**config.mk**
```make
export PLATFORM = sky130hd
export DESIGN_NAME = icache_line_fill
export DESIGN_NICKNAME = d
export VERILOG_FILES = /design/src/rtl/icache_line_fill.sv
export SDC_FILE = /design/constraint.sdc
export NUM_CORES = 1
export LEC_CHECK = 0
export BUFFER_PORTS_ARGS = -buffer_cell sky130_fd_sc_hd__buf_4
export CAP_MARGIN = 20
export CORE_AREA = 5 5 265 267
export CTS_CLUSTER_SIZE = 28
export DETAILED_ROUTE_END_ITERATION = 8
export DIE_AREA = 0 0 270 272
export PLACE_DENSITY = 0.48
export SLEW_MARGIN = 40
export SYNTH_ARGS = -nofsm -noshare
export SYNTH_HDL_FRONTEND = slang
export SYNTH_SLANG_ARGS = --single-unit
```
**constraint.sdc**
```tcl
create_clock -name clk -period 2.53 [get_ports clk]
set_clock_uncertainty 0.2 [all_clocks]
set_input_delay 0.506 -clock clk [delete_from_list [all_inputs] [get_ports clk]]
set_output_delay 0.506 -clock clk [all_outputs]
set_load 0.005 [all_outputs]
```
**src/rtl/icache_line_fill.sv**
```systemverilog
// Line-fill engine for the 32x256 icache data macro: fetches a line as sequential beats,
// writes it with a full mask, follows with a dummy read, and forwards lookups while idle.
module icache_line_fill #(
   parameter int ADDR_WIDTH = 32,
   parameter int SET_BITS   = 5,
   parameter int LINE_WIDTH = 256,
   parameter int BEAT_WIDTH = 64
) (
   input  logic                    clk,
   input  logic                    rst,
   input  logic                    fill_req,
   input  logic [ADDR_WIDTH-1:0]   fill_addr,
   input  logic [SET_BITS-1:0]     fill_set,
   output logic                    fill_busy,
   output logic                    fill_done,
   output logic [LINE_WIDTH-1:0]   fill_line,
   input  logic                    lkp_csb,
   input  logic [SET_BITS-1:0]     lkp_addr,
   output logic                    mem_read,
   output logic [ADDR_WIDTH-1:0]   mem_addr,
   input  logic                    mem_ready,
   input  logic                    mem_rvalid,
   input  logic [BEAT_WIDTH-1:0]   mem_rdata,
   output logic                    sram_csb0,
   output logic                    sram_web0,
   output logic [LINE_WIDTH/8-1:0] sram_wmask0,
   output logic [SET_BITS-1:0]     sram_addr0,
   output logic [LINE_WIDTH-1:0]   sram_din0
);

   localparam int BEATS  = LINE_WIDTH / BEAT_WIDTH;
   localparam int CNT_W  = (BEATS > 1) ? $clog2(BEATS) : 1;
   localparam int OFF_W  = $clog2(LINE_WIDTH / 8);
   localparam int MASK_W = LINE_WIDTH / 8;

   typedef enum logic [2:0] {
      S_IDLE  = 3'd0,
      S_REQ   = 3'd1,
      S_BURST = 3'd2,
      S_WRITE = 3'd3,
      S_FLUSH = 3'd4,
      S_DONE  = 3'd5
   } state_t;

   state_t                  state_r;
   state_t                  state_s;
   logic [CNT_W-1:0]        beat_r;
   logic [ADDR_WIDTH-1:0]   addr_r;
   logic [SET_BITS-1:0]     set_r;
   logic [LINE_WIDTH-1:0]   line_r;
   logic                    mem_read_r;
   logic                    fill_busy_r;
   logic                    fill_done_r;
   logic                    unused_s;

   // Byte-offset bits of the miss address never reach memory.
   assign unused_s = ^fill_addr[OFF_W-1:0];

   // State register, request capture, beat assembly and registered status outputs.
   always_ff @(posedge clk) begin
      if (rst) begin
         state_r     <= S_IDLE;
         beat_r      <= {CNT_W{1'b0}};
         addr_r      <= {ADDR_WIDTH{1'b0}};
         set_r       <= {SET_BITS{1'b0}};
         line_r      <= {LINE_WIDTH{1'b0}};
         mem_read_r  <= 1'b0;
         fill_busy_r <= 1'b0;
         fill_done_r <= 1'b0;
      end else begin
         state_r     <= state_s;
         mem_read_r  <= (state_s == S_REQ);
         fill_busy_r <= (state_s != S_IDLE);
         fill_done_r <= (state_s == S_DONE);
         case (state_r)
            S_IDLE: begin
               if (fill_req) begin
                  addr_r <= {fill_addr[ADDR_WIDTH-1:OFF_W], {OFF_W{1'b0}}};
                  set_r  <= fill_set;
                  beat_r <= {CNT_W{1'b0}};
               end
            end
            S_BURST: begin
               if (mem_rvalid) begin
                  for (int k = 0; k < BEATS; k++) begin
                     if (beat_r == CNT_W'(k)) begin
                        line_r[k*BEAT_WIDTH +: BEAT_WIDTH] <= mem_rdata;
                     end
                  end
                  beat_r <= beat_r + CNT_W'(1);
               end
            end
            default: begin
            end
         endcase
      end
   end

   // Next-state logic; the last beat in BURST moves straight to the macro write.
   always_comb begin
      state_s = state_r;
      case (state_r)
         S_IDLE: begin
            if (fill_req) state_s = S_REQ;
            else          state_s = S_IDLE;
         end
         S_REQ: begin
            if (mem_ready) state_s = S_BURST;
            else           state_s = S_REQ;
         end
         S_BURST: begin
            if (mem_rvalid && (beat_r == CNT_W'(BEATS - 1))) state_s = S_WRITE;
            else                                              state_s = S_BURST;
         end
         S_WRITE: state_s = S_FLUSH;
         S_FLUSH: state_s = S_DONE;
         S_DONE:  state_s = S_IDLE;
         default: state_s = S_IDLE;
      endcase
   end

   // Macro port mux: lookups pass through only in IDLE; the macro registers these itself.
   always_comb begin
      sram_csb0   = 1'b1;
      sram_web0   = 1'b1;
      sram_wmask0 = {MASK_W{1'b0}};
      sram_addr0  = set_r;
      sram_din0   = line_r;
      if (rst) begin
         sram_csb0 = 1'b1;
      end else begin
         case (state_r)
            S_IDLE: begin
               sram_csb0  = lkp_csb;
               sram_addr0 = lkp_addr;
            end
            S_WRITE: begin
               sram_csb0   = 1'b0;
               sram_web0   = 1'b0;
               sram_wmask0 = {MASK_W{1'b1}};
            end
            // Dummy read clears the macro's latched write enable.
            S_FLUSH: begin
               sram_csb0 = 1'b0;
            end
            default: begin
               sram_csb0 = 1'b1;
            end
         endcase
      end
   end

   assign mem_read  = mem_read_r;
   assign mem_addr  = addr_r;
   assign fill_busy = fill_busy_r;
   assign fill_done = fill_done_r;
   assign fill_line = line_r;

endmodule
```
==> results.toml <==
[critical_path]
worst_ep_arrival_time_ps = 1820
cp.required_ps = 1820
cp-start-kind = "flip-flop"
reg2reg_depth = 5
regToRegSetupSlack_ps = 350
crit_type = "flip-flop to output port"
worstReg2RegEnd = "fill_line[119]$_SDFFE_PP0P_"
cp-end-kind = "output port"
cp_max_fo = 5
rr_startpoint = "state_r[0]$_SDFF_PP0_"

[layout]
fin_nets = 1925
layout_common_cells = "buf_4 (701), nand2b_1 (321), dfxtp_1 (293)"
multi_input_area_um2 = 5410
layout-drive-gt1-share = 0.432
seq_area_um2 = 5930
synthToLayoutAreaGrowth_pct = 39.2
layout_commonest_cell = "buf_4"
final_cells = 2713
nFillCells = 7116

[logic_synthesis]
synth_top_area_cell = "dfxtp_1"
syn_inst = 1388
synth_top_area_frac = 0.425
netlist_area_um2 = 13900
synth-seq-cells = 296
synthTopCellsByArea = "dfxtp_1 (43%), mux2i_1 (18%), buf_4 (16%), nand2b_1 (14%), nand2_1 (1.9%)"
synth.lib_cells_used.distinct = 33
yosysSeqAreaShare = 0.425
yosysWarningCount = 0
postSynthAreaPerCell_um2 = 10.0

[worst_hold_path]
hold_path.class = "primary input to flip-flop"
min_to = "mem_addr[10]$_SDFFE_PP0P_"
holdCritStartpoint = "fill_addr[10]"
whs_path_depth = 3

[detailed_routing]
viasPerCell = 3.87
final_antenna_net_count = 0
drcViolationCount = 0
vias = 10500
dr.pass1.iters = 4
routed_wl_mm = 49.2
drtIter0Drc = 457
wire_per_inst_um = 18.2

[cts]
clk_path_buf_depth = 3
cts_root_buf = "clkbuf_16"
clkLatencyLatePin_ps = 530
path_clk_slew_ps = 60
cts.sinks = 296
cts.htree.levels = 2
cts_tree = "yes"
cts_buffers = 36

[power_and_ir_drop]
peakVddDrop_mv = 0.302
power_mw = 10.4
cellPowerDensity_nw_per_um2 = 539
power_leakage_nw = 9.80

[floorplan]
die_w_um = 270
ios = 698
core_area_um2 = 67900
fp.dieH_um = 272
start_util = 0.205
rows = 96
die_area_um2 = 73400

[sta]
whs_ps = 40.7
rsz0062_at_grt = "yes"
slew_headroom = 0.600
period_share = 1.00
period_needed_ps = 2530
setup_violations = 1
hold_violations = 0
tns_ps = -0.300
setup_ws_ps = -0.300
drv_slew = 0
worst_slew_pin_slew_ps = 601
max_freq_mhz = 395

[global_routing]
grt_pass1_wl_mm = 71.7
overflow = 0
grt_max_degree = 101
grt_pass1_vias = 11000
antenna_found_initial = 0
grt_usage = 0.125

[place]
place_congestion = 0.799
dp_hpwl_mm = 37.1
port_buffers = 687
placed_cells = 2621
preCtsSetupSlack_ps = 174

[job]
maxCapViolCount = 0

[outcome]
outcome = "finished with violations"
violations = "setup timing"
cell type report:
type / count / share of cell area
tap: 882 / 0.0569
clock inverter: 8 / 0.00264
inverter: 5 / 0.000967
multi-input combinational: 723 / 0.279
timing repair buffer: 747 / 0.302
antenna: 1 / 0.000129
sequential: 296 / 0.306
clock buffer: 51 / 0.0530
metrics by stage:
| step | util | instance area [um2] |
|---|---|---|
| finish | 0.286 | 19400 |
| global route | 0.286 | 19400 |
| CTS | 0.285 | 19400 |
| detailed placement | 0.264 | 17900 |
| global placement | 0.264 | 17900 |
| floorplan | - | 14000 |
Yosys cell counts:
master    number
dfxtp_1      296
clkbuf_1      42
nor4bb_4       1
nand3b_1       1
o21ai_0        2
nor3_1         1
or2_2          1
inv_1          5
and2_1         2
buf_6          9
a21o_1         1
conb_1         1
nand2_4        3
buf_8          2
nand3_1        1
nor3b_1        1
mux2_2         6
ha_1           4
nor4b_4        1
or4_1          1
nor2_1         3
a31oi_1        1
buf_4        293
a21oi_1       35
buf_12         3
or4b_1         2
nand2b_1     321
buf_2         19
nor4_1         1
nand2_1       70
nor3_2         1
or3_1          1
mux2i_1      257
sequential cells by signal, summed over array words and instances (netlist names):
register and cells:
mem_read 1, fill_done 1, mem_addr 27, fill_busy 1, set_r 5, state_r 3, beat_r 2, fill_line 256
power by group:
part	switching [mW]	leakage [nW]	total (mW)	internal, mW
Sequential	0.0481	2.39	4.77	4.73
Combinational	0.367	6.88	0.819	0.452
Clock	2.03	0.535	4.85	2.82
cells by family after synthesis:
| group | synth area share |
|---|---|
| compound gates | 0.0143 |
| fa+ha+maj | 0.00359 |
| buf+inv | 0.191 |
| flops | 0.425 |
| mux | 0.189 |
| other cells | 0.000269 |
| simple gates | 0.176 |
critical path: stages (launching register included):
cell	delay [ps]
dfxtp_4	340
or2_4	240
nor3_4	120
buf_6	160
mux2_4	310
buf_6	120
what timing repair did:
action | in CTS | in global routing
resized for setup | 17 | 3
cloned | 0 | 1
hold buffers | 28 | 0
setup buffers | 3 | 0
pin swaps | 1 | 0
setup endpoints to repair | 37 | 38
hold endpoints to repair | 28 | 0
worst max path at each step:
| stage | startpoint | depth (start not counted) | to | slack [ps] |
|---|---|---|---|---|
| after floorplan | rst | 6 | sram_wmask0[10] | 50 |
| after global placement | mem_rvalid | 5 | fill_line[111]$_SDFFE_PP0P_ | 250 |
| after detailed placement | mem_rvalid | 5 | fill_line[119]$_SDFFE_PP0P_ | 170 |
| after CTS | state_r[0]$_SDFF_PP0_ | 5 | sram_addr0[4] | -50 |
| after global routing | state_r[0]$_SDFF_PP0_ | 5 | sram_addr0[3] | -70 |
| final | state_r[1]$_SDFF_PP0_ | 5 | sram_addr0[4] | -0.3 |
per-layer routing:
metal	GRT usage	part of all wire
met5	0	0
met4	0.0351	0.024
met3	0.0333	0.063
met2	0.220	0.50
met1	0.151	0.42
Power figures use the tool's default switching activity.
